===== src/rtl/fl_alloc_ctrl_pkg.sv =====
// fl_alloc_ctrl_pkg: shared sizes and FSM encoding for the free-list allocation controller
package fl_alloc_ctrl_pkg;
    localparam int FL_DEPTH = 64;
    localparam int CNT_W = 7;
    localparam int TAG_W = 7;
    typedef enum logic {
        IDLE = 1'b0,
        RECOVER = 1'b1
    } fl_state_e;
endpackage


===== src/rtl/fl_alloc_ctrl_if.sv =====
// fl_alloc_ctrl_if: dispatch/retire/squash bundle between the pipeline and the free-list controller
interface fl_alloc_ctrl_if #(
    parameter int CNT_W = fl_alloc_ctrl_pkg::CNT_W
);
    logic [1:0] id_req_num;
    logic [1:0] rob_retire_num;
    logic br_mispredict;
    logic [CNT_W-1:0] rob_squash_num;
    logic [1:0] id_dispatch_num;
    logic [1:0] fl_rollback_num;
    logic [CNT_W-1:0] fl_free_count;
    logic id_stall;
    logic fl_recovering;
    logic fl_overflow_err;
    modport master (
        output id_req_num, rob_retire_num, br_mispredict, rob_squash_num,
        input id_dispatch_num, fl_rollback_num, fl_free_count, id_stall, fl_recovering, fl_overflow_err
    );
    modport slave (
        input id_req_num, rob_retire_num, br_mispredict, rob_squash_num,
        output id_dispatch_num, fl_rollback_num, fl_free_count, id_stall, fl_recovering, fl_overflow_err
    );
endinterface


===== src/rtl/fl_alloc_ctrl.sv =====
// fl_alloc_ctrl: grants dispatch allocations from a free count and replays squashed registers back in
module fl_alloc_ctrl #(
    parameter int FL_DEPTH = fl_alloc_ctrl_pkg::FL_DEPTH,
    parameter int CNT_W = fl_alloc_ctrl_pkg::CNT_W
) (
    input logic clock,
    input logic reset,
    fl_alloc_ctrl_if.slave bus
);
    import fl_alloc_ctrl_pkg::*;

    fl_state_e state, state_n;
    logic [CNT_W-1:0] count, rem, rem_n;
    logic err;
    logic [1:0] req_e, ret_e, grant, rb;
    logic [CNT_W:0] cnt_sum, rem_sum;

    // next state, grants, rollback and the widened count/remaining sums
    always_comb begin
        req_e = bus.id_req_num[1] ? 2'd2 : bus.id_req_num;
        ret_e = bus.rob_retire_num[1] ? 2'd2 : bus.rob_retire_num;
        grant = '0;
        rb = '0;
        state_n = state;
        rem_n = rem;
        rem_sum = '0;
        if (state == IDLE) begin
            if (bus.br_mispredict) begin
                rem_n = bus.rob_squash_num;
                state_n = (bus.rob_squash_num != '0) ? RECOVER : IDLE;
            end else begin
                grant = (count < CNT_W'(req_e)) ? count[1:0] : req_e;
            end
        end else begin
            rb = (rem >= CNT_W'(2)) ? 2'd2 : rem[1:0];
            rem_sum = {1'b0, rem} - (CNT_W+1)'(rb) + (bus.br_mispredict ? {1'b0, bus.rob_squash_num} : '0);
            rem_n = rem_sum[CNT_W] ? '1 : rem_sum[CNT_W-1:0];
            state_n = (rem_n == '0) ? IDLE : RECOVER;
        end
        cnt_sum = {1'b0, count} - (CNT_W+1)'(grant) + (CNT_W+1)'(ret_e) + (CNT_W+1)'(rb);
    end

    // state, remaining squash work, clamped free count and sticky overflow flag
    always_ff @(posedge clock or posedge reset) begin
        if (reset) begin
            state <= IDLE;
            rem <= '0;
            count <= CNT_W'(FL_DEPTH);
            err <= 1'b0;
        end else begin
            state <= state_n;
            rem <= rem_n;
            count <= (cnt_sum > (CNT_W+1)'(FL_DEPTH)) ? CNT_W'(FL_DEPTH) : cnt_sum[CNT_W-1:0];
            err <= err | (cnt_sum > (CNT_W+1)'(FL_DEPTH));
        end
    end

    assign bus.id_dispatch_num = grant;
    assign bus.fl_rollback_num = rb;
    assign bus.id_stall = grant < req_e;
    assign bus.fl_recovering = state == RECOVER;
    assign bus.fl_free_count = count;
    assign bus.fl_overflow_err = err;
endmodule


===== src/flat_wrapper.sv =====
// flat-port wrapper written by rule: the top's interface ports become plain ports
module fl_alloc_ctrl_flat import fl_alloc_ctrl_pkg::*;
#(
    parameter int FL_DEPTH = fl_alloc_ctrl_pkg::FL_DEPTH,
    parameter int CNT_W = fl_alloc_ctrl_pkg::CNT_W
)
  (clock, reset, bus_id_req_num, bus_rob_retire_num, bus_br_mispredict, bus_rob_squash_num, bus_id_dispatch_num, bus_fl_rollback_num, bus_fl_free_count, bus_id_stall, bus_fl_recovering, bus_fl_overflow_err);
  fl_alloc_ctrl_if #(.CNT_W(CNT_W)) bus_i ();
  input logic clock;
  input logic reset;
  input wire logic [$bits(bus_i.id_req_num)-1:0] bus_id_req_num;
  input wire logic [$bits(bus_i.rob_retire_num)-1:0] bus_rob_retire_num;
  input wire logic [$bits(bus_i.br_mispredict)-1:0] bus_br_mispredict;
  input wire logic [$bits(bus_i.rob_squash_num)-1:0] bus_rob_squash_num;
  output wire logic [$bits(bus_i.id_dispatch_num)-1:0] bus_id_dispatch_num;
  output wire logic [$bits(bus_i.fl_rollback_num)-1:0] bus_fl_rollback_num;
  output wire logic [$bits(bus_i.fl_free_count)-1:0] bus_fl_free_count;
  output wire logic [$bits(bus_i.id_stall)-1:0] bus_id_stall;
  output wire logic [$bits(bus_i.fl_recovering)-1:0] bus_fl_recovering;
  output wire logic [$bits(bus_i.fl_overflow_err)-1:0] bus_fl_overflow_err;
  assign bus_i.id_req_num = bus_id_req_num;
  assign bus_i.rob_retire_num = bus_rob_retire_num;
  assign bus_i.br_mispredict = bus_br_mispredict;
  assign bus_i.rob_squash_num = bus_rob_squash_num;
  assign bus_id_dispatch_num = bus_i.id_dispatch_num;
  assign bus_fl_rollback_num = bus_i.fl_rollback_num;
  assign bus_fl_free_count = bus_i.fl_free_count;
  assign bus_id_stall = bus_i.id_stall;
  assign bus_fl_recovering = bus_i.fl_recovering;
  assign bus_fl_overflow_err = bus_i.fl_overflow_err;
  fl_alloc_ctrl #(.FL_DEPTH(FL_DEPTH), .CNT_W(CNT_W)) u_core (.clock(clock), .reset(reset), .bus(bus_i));
endmodule

===== config.mk =====
export PLATFORM = sky130hd
export DESIGN_NAME = fl_alloc_ctrl_flat
export DESIGN_NICKNAME = d
export VERILOG_FILES = /design/src/rtl/fl_alloc_ctrl_pkg.sv /design/src/rtl/fl_alloc_ctrl_if.sv /design/src/rtl/fl_alloc_ctrl.sv /design/src/flat_wrapper.sv
export SDC_FILE = /design/constraint.sdc
export NUM_CORES = 1
export LEC_CHECK = 0
export BUFFER_PORTS_ARGS = -buffer_cell sky130_fd_sc_hd__buf_2
export CAP_MARGIN = 20
export CORE_UTILIZATION = 50
export DETAILED_ROUTE_END_ITERATION = 16
export PLACE_DENSITY_LB_ADDON = 0.1
export SLEW_MARGIN = 20
export SYNTH_ARGS = -nofsm -noshare
export SYNTH_HDL_FRONTEND = slang
export SYNTH_SLANG_ARGS = --single-unit
export TNS_END_PERCENT = 50

===== constraint.sdc =====
create_clock -name clock -period 4 [get_ports clock]
set_input_delay 0.8 -clock clock [delete_from_list [all_inputs] [get_ports clock]]
set_output_delay 0.8 -clock clock [all_outputs]
set_load 0.02 [all_outputs]

# After elaboration in Yosys (flattened, before gate mapping)
# Index checks and enable logic that the tools add are counted.
[word_totals]
mem_count = 0
register_bits = 16
wordCells = 33
latchBits = 0
romBits = 0
mem_bits_rw = 0
[classes]
n_addsub = 5
n_bitwise = 1
mul = 0
shift = 0
n_div = 0
magnitude_cmp = 4
eq_ne = 0
n_reduce_logical = 3
n_mux = 16
[ops]
columns = ["cell", "count"]
rows = [
  ["$mux W7", 5],
  ["$add A8 B2 Y8", 2],
  ["$sub A7 B2 Y8", 2],
  ["$mux W2", 7],
  ["$add A8 B8 Y8", 1],
  ["$gt A8 B7 Y1 const B", 1],
  ["$ge A7 B2 Y1 const B", 1],
  ["$logic_not A7 Y1", 1],
  ["$lt A7 B2 Y1", 1],
  ["$reduce_bool A7 Y1", 1],
  ["$mux W1", 4],
  ["$lt A2 B2 Y1", 1],
  ["$reduce_bool A2 Y1", 1],
  ["$or A1 B1 Y1", 1],
]

# Depth between registers and ports, before layout
[logic_depth]
word_depth = 10
ltp_mapped = 18
ltp_nobuf = 18

# Worst setup path after synthesis
# Ideal clock, no wire load.
[synth_path]
path_kind = "input to register"
startpoint = "input port bus_id_req_num[1]"
endpoint = "register u_core.err, in the netlist u_core.bus.fl_overflow_err"
t_required_ps = 3869
setup_ps = 131
slack_ps = -836
arrival_time_ps = 4705
path_stages = 17
cell_sequence = "or3b_1 -> a211o_1 -> a21oi_2 -> mux2i_1 -> or3_1 -> fa_1 -> inv_1 -> fa_1 -> inv_1 -> ha_1 -> inv_1 -> fa_1 -> nor2b_1 -> o31a_1 -> a21oi_1 -> o31a_1 -> or3_1"
[synth_via]
elab_chain_cells = 10
[synth_rtl]
columns = ["element", "line", "text"]
rows = [
  ["start, declared", "flat_wrapper.sv:11", "input wire logic [$bits(bus_i.id_req_num)-1:0] bus_id_req_num;"],
  ["$mux W2 (*)", "fl_alloc_ctrl.sv:20", "req_e = bus.id_req_num[1] ? 2'd2 : bus.id_req_num;"],
  ["$lt A7 B2 Y1", "fl_alloc_ctrl.sv:32", "grant = (count < CNT_W'(req_e)) ? count[1:0] : req_e;"],
  ["$mux W2 (*)", "fl_alloc_ctrl.sv:32", ""],
  ["$mux W2 (*)", "fl_alloc_ctrl.sv:28", "if (bus.br_mispredict) begin"],
  ["$mux W2 (*)", "fl_alloc_ctrl.sv:27", "if (state == IDLE) begin"],
  ["$sub A7 B2 Y8 (*)", "fl_alloc_ctrl.sv:40", "cnt_sum = {1'b0, count} - (CNT_W+1)'(grant) + (CNT_W+1)'(ret_e) + (CNT_W+1)'(rb);"],
  ["$add A8 B2 Y8 (*) (2 in a row)", "fl_alloc_ctrl.sv:40", ""],
  ["$gt A8 B7 Y1 (*)", "fl_alloc_ctrl.sv:54", "err <= err | (cnt_sum > (CNT_W+1)'(FL_DEPTH));"],
  ["$or A1 B1 Y1 (*)", "fl_alloc_ctrl.sv:54", ""],
  ["end signal, assigned", "fl_alloc_ctrl.sv:54", ""],
  ["end, declared", "fl_alloc_ctrl.sv:14", "logic err;"],
]
# Mark *: on every way between the ends. The rest lies on a longest branch, timed or not.
# A chain may end at the register's enable or synchronous reset.

# Worst setup path after layout
# Same ends and word-level chain as after synthesis.

==> summary.md <==
| Metric | Value |
|---|---|
| Outcome | `complete, but fails checks` |
| Violations in the final reports | `setup timing` |
| Number of top-level design ports | `28` |
| DRT antenna net count | `0` |
| GRT Residual Overflow | `0` |
| Most instantiated flip-flop cell in the synthesis netlist | `sky130_fd_sc_hd__dfrtp_1` |
| Worst clock skew on the final layout | `around 0.0021 ns` |
| Root cell of the clock tree | `sky130_fd_sc_hd__clkbuf_4` |
| X dimension of the die | `62.1 um` |
| Largest net degree at the start of global routing | `19` |
| Area of the core | `roughly 3400 um^2` |
| Count of final max-slew check failures | `0` |
| Final worst slack | `-0.692 ns` |
| Leak pwr | `about 1.2 nW` |
| Max H-tree Level | `1` |
| Post-route fraction of the period consumed by the critical path | `117%` |
| DRC violations left | `0` |
| Routed wire per std cell | `12.6 um` |
| Number of cell rows | `21` |
| Post-synthesis area per instance | `8.69 um^2` |
| Number of maximum-capacitance constraint violations | `0` |
| Initial antenna violation count | `0` |
| Core utilization of the finished layout | `65.0%` |
| Die footprint | `3860 um^2` |
| Minimum period implied by the final worst setup slack | `4.69 ns` |
| Worst IR drop on VDD | `0.521 mV` |
| Critical path capture point type | `flip-flop` |
| Net switching power figure | `0.000820 W` |
| Overall power | `0.00177 W` |
| Delay of the slowest cell on the worst path | `between 0.5 and 0.6 ns` |
| Fmax | `0.213 GHz` |
| Switching part of the total | `46.3%` |
| Placed wire-length estimate | `between 3000 and 4000 um` |
| Non-filler instance count after layout | `301` |
| Sequential power share | `between 10% and 20%` |
| Synth-to-layout area growth | `22.0%` |
| Number of different library cells in the post-synthesis netlist | `51` |
| Cell Pwr Density | `803 nW/um^2` |
| Initial core utilization | `53.3%` |
| Highest-count cells in the layout ignoring fill and taps | `sky130_fd_sc_hd__inv_1 (38), sky130_fd_sc_hd__ha_1 (28), sky130_fd_sc_hd__buf_2 (26), sky130_fd_sc_hd__buf_4 (20), sky130_fd_sc_hd__dfrtp_1 (15)` |
| Total of flip-flops plus latches after synthesis | `16` |
| Total number of nets in the final design | `approximately 310` |
| Post-CTS clock slew at the launch and capture registers of the worst setup and hold paths | `about 0.090 ns` |
| Final design instance area without fill | `approximately 2200 um^2` |
| Synthesized Nets | `257` |
| CTS Sinks | `16` |
| Cell area after technology mapping | `~1800 um^2` |
| Layout cell share with drive strength beyond 1 | `24.7%` |
| Worst endpoint required time | `4.17 ns` |
| Proportion of synthesized flip-flops having asynchronous set or reset | `100%` |
| Count of fill cells added during filler insertion | `around 320` |
| Antenna diodes | `0` |
| EDFF count, synth | `0` |
| Final Hold Violating Endpoints | `0` |
| Number of buffer and inverter stages on the critical path | `4` |
| Crit path DAT | `4.87 ns` |
| Routed vias | `1592` |
| Ordered cell list for the critical path | `buf_6 > or3b_1 > a211o_1 > a21oi_2 > mux2i_1 > or3_1 > fa_1 > inv_2 > fa_1 > inv_1 > ha_2 > inv_2 > fa_2 > nor2b_2 > o31a_1 > or4b_4 > o311ai_4 > or3_1` |
| Endpoints failing setup | `8` |
| Sequential element share of the synthesized area | `22.2%` |
| Global placement routability congestion | `0.854` |
| Kind of cell with the highest combined delay on the critical path | `adder cells` |
| Total length of routed wires | `3780 um` |
| Iteration count of the initial detailed-routing pass | `4` |
| Internal power consumption | `0.000949 W` |
| DP Worst Slack | `-1.03 ns` |
| Critical Setup Path Class | `input pin to flip-flop` |
| Clk network pwr share | `6.0%` |
| Number of vias per cell | `5.29` |
| Number of port buffers | `27` |
| Yosys Warn Count | `0` |
| Logic pwr share | `79.3%` |
| Startpoint types | `input pin` |
| Worst path slowest cell | `sky130_fd_sc_hd__fa_1` |
| Tightest slew margin relative to the limit | `between 60% and 70%` |
| Overall fraction of global-route tracks in use | `21.5%` |
| Clock Path Buffers | `2` |
| Initial detailed-routing violation count | `40` |
| Number of placed instances, taps included | `~300` |
| Number of hold buffers added after cts | `0` |
| CTS tree | `done` |
| Global-route wire length before repair | `6690 um` |
| Worst-Margin Slew | `between 0.5 and 0.6 ns` |
| Cell area reported after detailed placement | `around 2100 um^2` |
| Number of buffers inserted during clock tree synthesis | `3` |
| Biggest fanout along the worst timing path | `8` |
| Most common cell after layout, fill and taps aside | `sky130_fd_sc_hd__inv_1` |
| Chip Height | `62.1 um` |
| Number of global-route vias before repair | `1536` |
| Gate count after technology mapping | `208` |
| Type of the most critical hold path | `flip-flop to flip-flop` |
| Setup repair after global routing missed its margin | `yes` |
| Skew-Pair Late Insertion Delay | `0.29 ns` |
## worst paths after layout
path | to | startpoint | slack (ns) | cells after the start
worst max-delay path | u_core.bus.fl_overflow_err$_DFF_PP0_ | bus_id_req_num[1] | -0.69 | 18
worst min-delay path | u_core.bus.fl_overflow_err$_DFF_PP0_ | u_core.bus.fl_overflow_err$_DFF_PP0_ | 0.51 | 1
worst max register to register | u_core.bus.fl_overflow_err$_DFF_PP0_ | u_core.bus.fl_free_count[0]$_DFF_PP0_ | -0.46 | 17
worst min register to register | u_core.bus.fl_overflow_err$_DFF_PP0_ | u_core.bus.fl_overflow_err$_DFF_PP0_ | 0.51 | 1
max in group asynchronous | u_core.bus.fl_free_count[6]$_DFF_PP1_ | reset | 3.09 | 2
min in group asynchronous | u_core.bus.fl_overflow_err$_DFF_PP0_ | reset | 0.55 | 2
## area by class of cell
class                      instances  area [um^2]  area share, %
clock buffer                       4         36.3           1.65
multi-input combinational        148         1270           57.5
sequential                        16          402           18.2
tap                               46         57.6           2.61
timing repair buffer              47          292           13.2
inverter                          40          150           6.81
## power by group through the flow
stage                     clock, W  combinational, W  sequential, W
after floorplan                  0          0.000967       0.000291
after global placement           0           0.00136       0.000264
after detailed placement         0           0.00137       0.000263
after CTS                 0.000105           0.00140       0.000261
after global routing      0.000116           0.00159       0.000268
final                     0.000105           0.00140       0.000261
## flip-flops by register name, summed over array words and instances, names as in the netlist
signal and cells:
u_core.bus.fl_free_count 7, u_core.rem 7, u_core.bus.fl_overflow_err 1, u_core.bus.fl_recovering 1
## logic make-up (layout without fill, tap and decap cells)
group / count (synthesis) / after routing / synth area share [%]
AND/OR/NAND/NOR: 57 / 57 / 17.8
AO/OA/AOI/OAI: 45 / 45 / 19.1
buffers and inverters: 44 / 91 / 9.14
adder cells (fa/ha/maj): 35 / 35 / 26.7
flip-flops: 16 / 16 / 22.2
XOR/XNOR: 6 / 6 / 2.91
multiplexers: 3 / 3 / 1.66
other: 2 / 2 / 0.416
## cells in the mapped netlist, drive strengths merged, types with 2 or more instances
master,number,area [um^2]
nor2,11,41.3
a211oi,3,27.5
o311ai,2,25.0
nor3,8,40.0
nor2b,5,31.3
o21ai,3,15.0
clkbuf,3,11.3
ha,29,363
or3,2,12.5
mux2i,3,30.0
nand2b,2,12.5
nand3,3,15.0
nor3b,4,30.0
o211ai,2,15.0
nand2,8,30.0
o31a,2,17.5
or3b,2,17.5
dfrtp,15,375
xnor2,4,35.0
a31oi,7,43.8
inv,40,150
a221oi,2,17.5
conb,2,7.51
a21oi,9,48.8
and2,4,25.0
xor2,2,17.5
o211a,5,50.1
fa,6,120
## repair_timing
item,CTS,global route
endpoints found under the setup margin,8,8
resized for setup,3,1
endpoints found under the hold margin,0,0
pin swaps,1,0
buffers inserted,2,0
## per-stage QoR
stage	hold WS, ns	TNS, ns
2_1_floorplan	0.592	-5.75
3_3_place_gp	0.484	-7.15
3_5_place_dp	0.472	-7.95
6_report	0.509	-5.42
5_1_grt	0.520	-6.64
4_1_cts	0.502	-5.30
## layer usage
metal	track usage [%]	routed length, um	vias to the layer above
met5	0	0	-
li1	-	-	818
met1	32.0	1960	736
met3	5.15	198	2
met4	1.16	7	0
met2	33.2	1620	36
Note: power is estimated with default switching activity, not from simulation.
